### config.mk
export PLATFORM = sky130hd
export DESIGN_NAME = pixel_readout
export DESIGN_NICKNAME = d
export VERILOG_FILES = /design/src/rtl/pixel_readout_pkg.sv /design/src/rtl/pixel_skid_fifo.sv /design/src/rtl/pixel_readout.sv
export SDC_FILE = /design/constraint.sdc
export NUM_CORES = 1
export LEC_CHECK = 0
export CAP_MARGIN = 25
export CORE_MARGIN = 1.5
export CORE_UTILIZATION = 45
export CTS_CLUSTER_SIZE = 12
export DETAILED_ROUTE_END_ITERATION = 8
export PLACE_DENSITY = 0.78
export SYNTH_ARGS = -nofsm -noshare
export SYNTH_HDL_FRONTEND = slang
export SYNTH_HIERARCHICAL = 1
export SYNTH_SLANG_ARGS = --single-unit
### constraint.sdc
create_clock -name clk -period 4.75 [get_ports clk]
set_input_delay 0.7125 -clock clk [delete_from_list [all_inputs] [get_ports clk]]
set_output_delay 0.7125 -clock clk [all_outputs]
set_load 0.01 [all_outputs]
### src/rtl/pixel_readout_pkg.sv
// rtl/pixel_readout_pkg.sv - shared types and constants for the pixel readout path
package pixel_readout_pkg;

    typedef enum logic [1:0] {
        IDLE,
        RUN,
        DRAIN
    } state_t;

    localparam int FIFO_DEPTH = 2;

endpackage

### src/rtl/pixel_skid_fifo.sv
// rtl/pixel_skid_fifo.sv - two-entry pixel buffer carrying a last flag per entry
module pixel_skid_fifo
    import pixel_readout_pkg::*;
#(
    parameter int N = 32
) (
    input  logic         clk,
    input  logic         rst,
    input  logic         push,
    input  logic [N-1:0] push_data,
    input  logic         push_last,
    input  logic         pop,
    output logic [N-1:0] head_data,
    output logic         head_last,
    output logic         empty,
    output logic [1:0]   count
);

    logic [N-1:0] data [FIFO_DEPTH];
    logic [1:0]   last;
    logic         wptr;
    logic         rptr;
    logic         do_push;
    logic         do_pop;

    assign do_push   = push && (count != 2'(FIFO_DEPTH));
    assign do_pop    = pop && (count != 2'd0);
    assign empty     = (count == 2'd0);
    assign head_data = data[rptr];
    assign head_last = last[rptr];

    always_ff @(posedge clk) begin
        if (rst) begin
            data[0] <= '0;
            data[1] <= '0;
            last    <= '0;
            wptr    <= 1'b0;
            rptr    <= 1'b0;
            count   <= 2'd0;
        end else begin
            if (do_push) begin
                data[wptr] <= push_data;
                last[wptr] <= push_last;
                wptr       <= ~wptr;
            end
            if (do_pop) begin
                rptr <= ~rptr;
            end
            count <= count + {1'b0, do_push} - {1'b0, do_pop};
        end
    end

endmodule

### src/rtl/pixel_readout.sv
// rtl/pixel_readout.sv - streams a run of pixel-memory words onto a valid/ready output
module pixel_readout
    import pixel_readout_pkg::*;
#(
    parameter int N      = 32,
    parameter int AW     = 16,
    parameter int STRIDE = 1
) (
    input  logic          clk,
    input  logic          rst,
    input  logic          start,
    input  logic [AW-1:0] base_addr,
    input  logic [AW-1:0] pix_count,
    output logic          mem_rd,
    output logic [AW-1:0] mem_addr,
    input  logic [N-1:0]  mem_rdata,
    output logic [N-1:0]  pix_data,
    output logic          pix_valid,
    input  logic          pix_ready,
    output logic          pix_last,
    output logic          busy,
    output logic          done
);

    state_t        state;
    state_t        state_nx;
    logic [AW-1:0] addr;
    logic [AW-1:0] rd_left;
    logic [AW-1:0] acc_cnt;
    logic [AW-1:0] total;
    logic          inflight;
    logic          inflight_last;
    logic [1:0]    fifo_count;
    logic          fifo_empty;
    logic          head_last;
    logic          pop;
    logic [2:0]    occ;
    logic          can_issue;
    logic          last_issue;
    logic          final_pop;
    logic          accept;

    assign accept     = (state == IDLE) && start;
    assign pop        = !fifo_empty && pix_ready;
    // A pop this cycle frees a slot in time for a read issued now.
    assign occ        = {1'b0, fifo_count} + {2'b0, inflight} - {2'b0, pop};
    assign can_issue  = (occ < 3'(FIFO_DEPTH));
    assign last_issue = mem_rd && (rd_left == AW'(1));
    assign final_pop  = (state == DRAIN) && pop && (acc_cnt == total - AW'(1));

    assign mem_addr  = addr;
    assign pix_valid = !fifo_empty;
    assign pix_last  = !fifo_empty && head_last;

    always_ff @(posedge clk) begin
        if (rst) begin
            state <= IDLE;
        end else begin
            state <= state_nx;
        end
    end

    always_comb begin
        state_nx = state;
        busy     = 1'b0;
        mem_rd   = 1'b0;
        case (state)
            IDLE: begin
                if (start && (pix_count != '0)) begin
                    state_nx = RUN;
                end
            end
            RUN: begin
                busy   = 1'b1;
                mem_rd = can_issue;
                if (can_issue && (rd_left == AW'(1))) begin
                    state_nx = DRAIN;
                end
            end
            DRAIN: begin
                busy = 1'b1;
                if (final_pop) begin
                    state_nx = IDLE;
                end
            end
            default: state_nx = IDLE;
        endcase
    end

    always_ff @(posedge clk) begin
        if (rst) begin
            addr          <= '0;
            rd_left       <= '0;
            acc_cnt       <= '0;
            total         <= '0;
            inflight      <= 1'b0;
            inflight_last <= 1'b0;
            done          <= 1'b0;
        end else begin
            done          <= (accept && (pix_count == '0)) || final_pop;
            inflight      <= mem_rd;
            inflight_last <= last_issue;
            if (accept) begin
                addr    <= base_addr;
                rd_left <= pix_count;
                total   <= pix_count;
                acc_cnt <= '0;
            end else begin
                if (mem_rd) begin
                    rd_left <= rd_left - AW'(1);
                    // Keep the final read address on the bus once the run is issued.
                    if (!last_issue) begin
                        addr <= addr + AW'(STRIDE);
                    end
                end
                if (pop) begin
                    acc_cnt <= acc_cnt + AW'(1);
                end
            end
        end
    end

    pixel_skid_fifo #(.N(N)) u_fifo (
        .clk       (clk),
        .rst       (rst),
        .push      (inflight),
        .push_data (mem_rdata),
        .push_last (inflight_last),
        .pop       (pop),
        .head_data (pix_data),
        .head_last (head_last),
        .empty     (fifo_empty),
        .count     (fifo_count)
    );

endmodule

## Word-level counts from Yosys, hierarchy flattened

Memories as Yosys holds them, arrays and structs flattened. A register that Yosys moved wholly into a read port is not among the register bits.
Cells that the tools add are included.

| word-level totals | value |
|---|---|
| register bits | 75 |
| RAM bits | 64 |
| input port bits | 68 |
| output and inout bits | 53 |
| word-level logic and storage cells | 87 |
| memories kept | 1 |

| cells by class | value |
|---|---|
| add/subtract/negate cells | 8 |
| order comparisons | 4 |
| eq/ne operators | 9 |
| muxes and demuxes | 26 |
| bitwise operators | 2 |
| reductions and logical operators | 25 |

Memories:

| name | depth | bits a word | read ports | clocked after memory_dff | wr ports | line | text |
|---|---|---|---|---|---|---|---|
| u_fifo.data | 2 | 32 | 1 | 1 | 2 | pixel_skid_fifo.sv:19 | `logic [N-1:0] data [FIFO_DEPTH];` |

Operators with widths:

| operator | number |
|---|---|
| 2-to-1 mux 16 bit | 5 |
| adder 16 x 1 -> 16 bit, second input constant | 2 |
| 2-to-1 mux 32 bit | 1 |
| OR reduction 32 bit | 1 |
| subtractor 16 x 1 -> 16 bit, second input constant | 2 |
| == test 16 x 1 -> 1 bit, second input constant | 1 |
| == test 16 bit | 1 |
| logical NOT 16 bit | 1 |
| nonzero test 16 bit | 1 |
| 2-to-1 mux 1 bit | 14 |
| logical AND 1 bit | 12 |
| 2-to-1 mux 2 bit | 3 |
| != test 2 bit, second input constant | 3 |
| case mux 2 bit (3 select lines) | 1 |
| logical NOT 2 bit | 2 |
| < comparator 1 x 2 -> 1 bit, second input constant | 2 |
| != test 2 x 1 -> 1 bit, second input constant | 2 |
| nonzero test 2 bit | 2 |
| OR reduction 2 bit | 2 |
| adder 2 x 1 -> 3 bit | 1 |
| < comparator 3 x 2 -> 1 bit, second input constant | 1 |
| AND reduction 3 bit | 1 |
| subtractor 3 x 1 -> 3 bit | 1 |
| adder 2 x 1 -> 2 bit | 1 |
| other kinds (10) | 11 |

## Longest topological paths before layout

| depth | value |
|---|---|
| depth in word-level cells | 10 |
| mapped depth | 14 |
| depth with buffers taken out | 13 |

## By module

Netlist, hierarchy kept.

By module, submodules not included:

| module | times used | cells each | area an instance (um^2) |
|---|---|---|---|
| pixel_readout | 1 | 481 | 3,816.2 |
| pixel_skid_fifo | 1 | 211 | 3,161.8 |

## Worst setup path after synthesis

No wires, ideal clock.

| timing | value |
|---|---|
| path kind | input port to flip-flop |
| start point | in pix_ready |
| end point | reg addr[13] (netlist: mem_addr[13]) |
| data arrival time | 3,467 ps |
| slack | 1,192 ps |
| stages on the path | 11 |
| path buffers | 1 |
| path through | nor2b_1 -> clkbuf_1 -> ha_1 -> nand2b_1 -> fa_1 -> xnor2_1 -> nand3_1 -> a211o_1 -> or2_2 -> or3_1 -> a311oi_1 |

| between the ends | value |
|---|---|
| word-level cells in the longest chain between the ends | 7 |
| elaborated cells between the ends (all ways) | 8 |
| those cells by class | add/sub (1); order compare (1); eq/ne (1); mux (1); reduce/logical (4) |

Ends and longest elaborated chain:

| element | line | text |
|---|---|---|
| start, declared | pixel_readout.sv:19 | `input logic pix_ready,` |
| logical AND 1 bit (*) | pixel_readout.sv:44 | `assign pop = !fifo_empty && pix_ready;` |
| via pop | pixel_readout.sv:36 | `logic pop;` |
| subtractor 3 x 1 -> 3 bit (*) | pixel_readout.sv:46 | `assign occ = {1'b0, fifo_count} + {2'b0, inflight} - {2'b0, pop};` |
| < comparator 3 x 2 -> 1 bit (*) | pixel_readout.sv:47 | `assign can_issue = (occ < 3'(FIFO_DEPTH));` |
| 2-to-1 mux 1 bit (*) | pixel_readout.sv:67 | `case (state)` |
| logical AND 1 bit | pixel_readout.sv:48 | `assign last_issue = mem_rd && (rd_left == AW'(1));` |
| != test 2 x 1 -> 1 bit (no source line) | -- |  |
| AND reduction 2 bit (no source line) (*) | -- |  |
| end signal, assigned | pixel_readout.sv:104 | `addr <= base_addr;` |
| end signal, assigned | pixel_readout.sv:113 | `addr <= addr + AW'(STRIDE);` |
| end, declared | pixel_readout.sv:27 | `logic [AW-1:0] addr;` |

Mark *: on every way through the listed nets, which the timed path passes. The rest lies on a longest branch.
A chain may end at the register's enable or synchronous reset.

## Worst setup path in the final report

| timing | value |
|---|---|
| start point | in pix_ready |
| end point | out mem_rd |

| between the ends | value |
|---|---|
| word-level cells in the longest chain between the ends | 4 |

Ends and longest elaborated chain:

| element | line | text |
|---|---|---|
| logical AND 1 bit | pixel_readout.sv:44 |  |
| subtractor 3 x 1 -> 3 bit | pixel_readout.sv:46 |  |
| < comparator 3 x 2 -> 1 bit | pixel_readout.sv:47 |  |
| 2-to-1 mux 1 bit | pixel_readout.sv:67 |  |
| end, declared | pixel_readout.sv:14 | `output logic mem_rd,` |

No other way between the ends.

==> results.json <==
{
  "outcome": "finished, final reports clean",
  "floorplan.io_pins": 121,
  "postRouteAntennaNets": 0,
  "critPathRequiredTime_ns": 4.04,
  "setup_total_negative_slack_ns": 0,
  "skew_pair_late_insertion_delay_ns": 0.42,
  "yosysWarningCount": 6,
  "nNetsFinal": 882,
  "grt_antenna_before_repair": 0,
  "routabilityCongestion": 0.900,
  "critical_path_peak_fanout": 9,
  "wire_length_of_the_first_global_routing_pass_um": 24700,
  "synth_enable_flop_cells": 64,
  "synth-main-ff-cell": "sky130_fd_sc_hd__dfxtp_1",
  "setup.worst_path.class": "input pin to primary output",
  "wire_per_inst_um": 15.0,
  "n_fill_cell": 1280,
  "cts_buffers": 17,
  "cts_hold_buffers": 0,
  "finalHoldViolations": 0,
  "clock.fmax_ghz": 0.241,
  "class_of_the_tightest_hold_or_removal_check": "register to register",
  "power.density_cell_area_nw_per_um2": 471,
  "clock-root-buffer": "sky130_fd_sc_hd__clkbuf_16",
  "clk_transition_reported_paths_ns": 0.05,
  "finalCriticalPeriod_ns": 4.15,
  "whs_ns": 0.476,
  "post_synth_instance_area_sq_um": 6980,
  "die_area_sq_um": 16300,
  "dpl.hpwl_um": 10300,
  "die_y_um": 128,
  "final_max_slew_viol_count": 0,
  "synth.lib_cells_used.distinct": 64,
  "max_slew_headroom_at_the_worst_pin_pct": 43.6,
  "floorplan.initialDensity_pct": 46.1,
  "die-width_um": 128,
  "peak_supply_drop_uv": 316,
  "starting_drt_drc_count": 390,
  "rows": 45,
  "dr_vias": 5342,
  "fp.coreArea_sq_um": 15100,
  "detailed_routing_iteration_count_for_the_pre_antenna_repair_pass": 5,
  "final_common_cell": "sky130_fd_sc_hd__clkdlybuf4s50_1",
  "number_of_violations_of_the_max_capacitance_limit": 0,
  "numPortBuffers": 120,
  "post_route_cells_drive_above_1_share_pct": 12.9,
  "worst_ep_arrival_time_ns": 3.43,
  "leading_cell_types_in_the_layout_fill_and_taps_excluded": "sky130_fd_sc_hd__clkdlybuf4s50_1 (119), sky130_fd_sc_hd__dfxtp_1 (76), sky130_fd_sc_hd__edfxtp_1 (64)",
  "globalRouteOverflowTotal": 0,
  "synth_top_area_share_pct": 27.5,
  "p_leak_nw": 3.27,
  "drt_drc_violations_left": 0,
  "synth.top_cells.by_area": "sky130_fd_sc_hd__edfxtp_1 (28%), sky130_fd_sc_hd__dfxtp_1 (22%), sky130_fd_sc_hd__mux2_2 (5.2%), sky130_fd_sc_hd__xor2_1 (4.4%), sky130_fd_sc_hd__and2_1 (4.0%)",
  "postSynthNetCount": 773,
  "setup.worst_path.end_class": "primary output",
  "largest_net_degree_at_the_start_of_global_routing": 68,
  "holdPathStages": 2,
  "cts_tree": "yes",
  "detailed_place.area_sq_um": 8320,
  "numClockSinks": 140,
  "startpoint_class": "input pin",
  "grt_util_all_layers_pct": 19.2,
  "ys_ff_latch": 140,
  "netlist.top_cell.by_area": "sky130_fd_sc_hd__edfxtp_1",
  "syn_inst": 692,
  "post_cts_resized": 0,
  "finish.instance_area_sq_um": 8850,
  "htree_num_levels": 4,
  "flow.area_growth_from_synthesis_pct": 26.9,
  "async_flop_share_pct": 0,
  "reg2reg_depth": 11,
  "fin_skew_ns": 0.00810,
  "num_antenna_cells": 0,
  "timing_worst_slew_pin_value_ns": 0.839,
  "drt_wl_total_um": 15100,
  "clock_buffer_depth": 2,
  "rsz_0062_raised_after_global_routing": "no",
  "synth-seq-area-share_pct": 49.3,
  "min_period_over_period_pct": 87.3,
  "grt_pass1_vias": 4955,
  "setup_viol": 0,
  "viasPerCell": 5.33,
  "cts.repair_timing.setup_buffer_count": 0,
  "avgSynthCellArea_sq_um": 10.1
}
[sequential cells by signal, indices dropped and copies added, names as in the netlist, named ones only]
| register | cells |
|---|---|
| acc_cnt | 16 |
| done | 1 |
| inflight | 1 |
| inflight_last | 1 |
| mem_addr | 16 |
| rd_left | 16 |
| state | 2 |
| total | 16 |
| u_fifo/count | 2 |
| u_fifo/data | 64 |
| u_fifo/last | 2 |
| u_fifo/rptr | 1 |
| u_fifo/wptr | 1 |
[synthesized netlist by cell type, types with 3 or more instances]
cell type and count:
sky130_fd_sc_hd__dfxtp_1 76, sky130_fd_sc_hd__edfxtp_1 64, sky130_fd_sc_hd__nand2_1 63, sky130_fd_sc_hd__nor2_1 57, sky130_fd_sc_hd__and2_1 45, sky130_fd_sc_hd__a21oi_1 42
sky130_fd_sc_hd__xor2_1 35, sky130_fd_sc_hd__mux2_2 32, sky130_fd_sc_hd__clkbuf_1 26, sky130_fd_sc_hd__xnor2_1 24, sky130_fd_sc_hd__and2_2 22, sky130_fd_sc_hd__nand3_1 20
sky130_fd_sc_hd__a211oi_1 16, sky130_fd_sc_hd__inv_1 14, sky130_fd_sc_hd__nor3_1 13, sky130_fd_sc_hd__nor4_1 13, sky130_fd_sc_hd__ha_1 12, sky130_fd_sc_hd__nand4_1 12
sky130_fd_sc_hd__nand2b_1 10, sky130_fd_sc_hd__o21ai_0 8, sky130_fd_sc_hd__nor2b_1 7, sky130_fd_sc_hd__mux2i_1 6, sky130_fd_sc_hd__or3_1 6, sky130_fd_sc_hd__buf_1 4
sky130_fd_sc_hd__buf_2 4, sky130_fd_sc_hd__a311oi_1 3, sky130_fd_sc_hd__and3_1 3, sky130_fd_sc_hd__clkbuf_2 3, sky130_fd_sc_hd__nor3b_1 3, sky130_fd_sc_hd__nor4b_1 3
sky130_fd_sc_hd__or2_2 3
[per-layer routing]
layer  vias up  routed length (um)  global-route usage [%]
li1       2643                   -                       -
met1      2510                6990                    25.6
met2       176                6980                    30.9
met3        13                 915                    4.27
met4         0                 191                    6.89
met5         -                   0                       0
[cell type report]
cell class	instances	area (sq um)	share of cell area [%]
Clock buffer	20	437	4.93
Clock inverter	12	98.8	1.12
Inverter	16	60.1	0.678
Multi-Input combinational cell	498	3320	37.5
Sequential cell	140	3440	38.9
Tap cell	188	235	2.66
Timing Repair Buffer	128	1260	14.2
[worst max-delay path: stages]
cell and delay, ns:
sky130_fd_sc_hd__clkdlybuf4s50_1 0.45, sky130_fd_sc_hd__nor2b_1 0.19, sky130_fd_sc_hd__ha_1 0.25, sky130_fd_sc_hd__nand2b_1 0.15, sky130_fd_sc_hd__fa_1 0.38, sky130_fd_sc_hd__xnor2_1 0.21
sky130_fd_sc_hd__nand3_1 0.24, sky130_fd_sc_hd__clkinv_1 0.26, sky130_fd_sc_hd__clkdlybuf4s50_1 0.59
[cell families (layout without fill, tap and decap cells)]
group / count (synthesis) / after routing / synth area share, %
compound gates: 88 / 88 / 7.85
xor+xnor: 59 / 59 / 7.41
fa+ha+maj: 13 / 13 / 2.44
buf+inv: 54 / 176 / 3.14
flops: 140 / 140 / 49.3
mux: 40 / 40 / 6.35
simple gates: 298 / 298 / 23.5
[path summary, 6_finish.rpt]
kind	from	to	slack (ns)
setup / recovery	pix_ready	mem_rd	0.60
hold / removal	total[15]$_SDFFE_PP0P_	total[15]$_SDFFE_PP0P_	0.48
setup reg to reg	u_fifo/count[1]$_SDFF_PP0_	mem_addr[13]$_SDFFE_PP0P_	1.34
hold reg to reg	total[15]$_SDFFE_PP0P_	total[15]$_SDFFE_PP0P_	0.48
[power by group]
group / leakage, nW / internal [W] / total, W / switching (W)
Combinational: 1.73 / 0.000640 / 0.00134 / 0.000701
Sequential: 1.29 / 0.00147 / 0.00163 / 0.000161
Clock: 0.249 / 0.000713 / 0.00120 / 0.000489
Total: 3.27 / 0.00282 / 0.00417 / 0.00135
[per-stage QoR]
step                util [%]  setup slack (ns)  total power, W  std cells
CTS                     58.4             0.566         0.00420       1002
finish                  58.4             0.605         0.00417       1002
floorplan                  -              1.19         0.00249        692
global route            58.4             0.413         0.00441       1002
detailed placement      54.9             0.603         0.00298        970
global placement        54.9             0.555         0.00297        970
Note: power is estimated with default switching activity, not from simulation.
==> RTL change, RTL diff (config.mk and constraints unchanged) <==
Set the parameter `AW` to 14 (it was 16).
--- a/src/rtl/pixel_readout.sv
+++ b/src/rtl/pixel_readout.sv
@@ -3,7 +3,7 @@
     import pixel_readout_pkg::*;
 #(
     parameter int N      = 32,
-    parameter int AW     = 16,
+    parameter int AW     = 14,
     parameter int STRIDE = 1
 ) (
     input  logic          clk,
Ports: changed (resized base_addr, mem_addr and pix_count); port bits go from 121 to 115. The function was not compared with the original's and may differ.
==> RTL change against the original RTL <==
  * Synthesized cell count is 8.7% lower
  * Die area is 5.2% lower
  * Critical endpoint unchanged
  * Sequential cell count is 8 lower
  * Power is 3.4% lower
  * Wire length is 1.2% lower
  * Largest cell class unchanged
  * Final area is 4.7% lower
  * Setup slack better by 0.14 ns
  * Area after synthesis is 5.3% lower
==> RTL change: results (changes against the original RTL) <==
| Metric | Value |
|---|---|
| Status | complete, no violations (unchanged) |
| First DRT Iteration DRCs | 272 (was 390) |
| First-pass GRT wire length | 23.9 mm (was 24.7 mm) |
| Met1 usage | 0.256 (about the same) |
| DP Wirelength | 10.5 mm (was 10.3 mm) |
| Signal buffers | 122 (was 128) |
| Slew HR | 0.478 (was 0.436) |
| Layout cells sized above 1 | 0.147 (was 0.129) |
| Multi-input gates | 446 (was 498) |
| Invs w/o clock | 18 (was 16) |
| Sw Pwr | 1280 µW (was 1350 µW) |
| Non-clk buf share | 0.142 (about the same) |
| Die W | 124 µm (was 128 µm) |
| Compound-Gate Fraction of Synth Area | 0.0852 (was 0.0785) |
| M1 wire length | 6.74 mm (was 6.99 mm) |
| GR Util met2 | 0.339 (was 0.309) |
| Port buffer count | 114 (was 120) |
| Nets | 814 (was 882) |
| Met3 wire len | 988 µm (was 915 µm) |
| Fin cells | 933 (was 1002) |
| Clk pwr | 1270 µW (was 1200 µW) |
| Final Power | 4030 µW (was 4170 µW) |
| Worst Clk Skew | 0.00627 ns (was 0.00810 ns) |
| Mux cell area share after synthesis | 0.0625 (was 0.0635) |
| Reg-to-reg slack, setup | 1.46 ns (was 1.34 ns) |
| Sequential fraction of the synthesis area | 0.497 (was 0.493) |
| Post-Synth Adder-Cell Area | 0.0258 (was 0.0244) |
| Synth Area in XOR/XNOR | 0.0690 (was 0.0741) |
| LEAKAGE | 0.00313 µW (was 0.00327 µW) |
| Placed cells | 902 (was 970) |
| Gr usage total | 0.201 (was 0.192) |
| Synth area leaders | edfxtp_1 (29%), dfxtp_1 (21%), mux2_2 (5.5%), xor2_1 (4.6%), and2_1 (4.4%) (was edfxtp_1 (28%), dfxtp_1 (22%), mux2_2 (5.2%), xor2_1 (4.4%), and2_1 (4.0%)) |
| Clk cell area share | 0.0688 (was 0.0605) |
| Yosys reg bits | 132 (was 140) |
| Synth unique cells | 66 (was 64) |
| WL met2 | 6.99 mm (was 6.98 mm) |
| Syn_nets | 709 (was 773) |
[RTL change: cell types whose count changed after synthesis, moves of 4 or more]
| cell | unedited run | this run |
|---|---|---|
| a21oi_1 | 42 | 36 |
| a221oi_1 | 0 | 4 |
| buf_1 | 4 | 0 |
| dfxtp_1 | 76 | 68 |
| nand2_1 | 63 | 57 |
| nand3_1 | 20 | 15 |
| nor2_1 | 57 | 44 |
| nor3_1 | 13 | 5 |
| xnor2_1 | 24 | 17 |
[RTL change: final timing paths]
kind | from | to | cells after the start
max reg2reg | u_fifo/count[1]$_SDFF_PP0_ | mem_addr[11]$_SDFFE_PP0P_ | 12
min | u_fifo/last[1]$_SDFFE_PP0P_ | u_fifo/last[1]$_SDFFE_PP0P_ | 2
max | pix_ready | mem_rd | 9
min reg2reg | u_fifo/last[1]$_SDFFE_PP0P_ | u_fifo/last[1]$_SDFFE_PP0P_ | 2
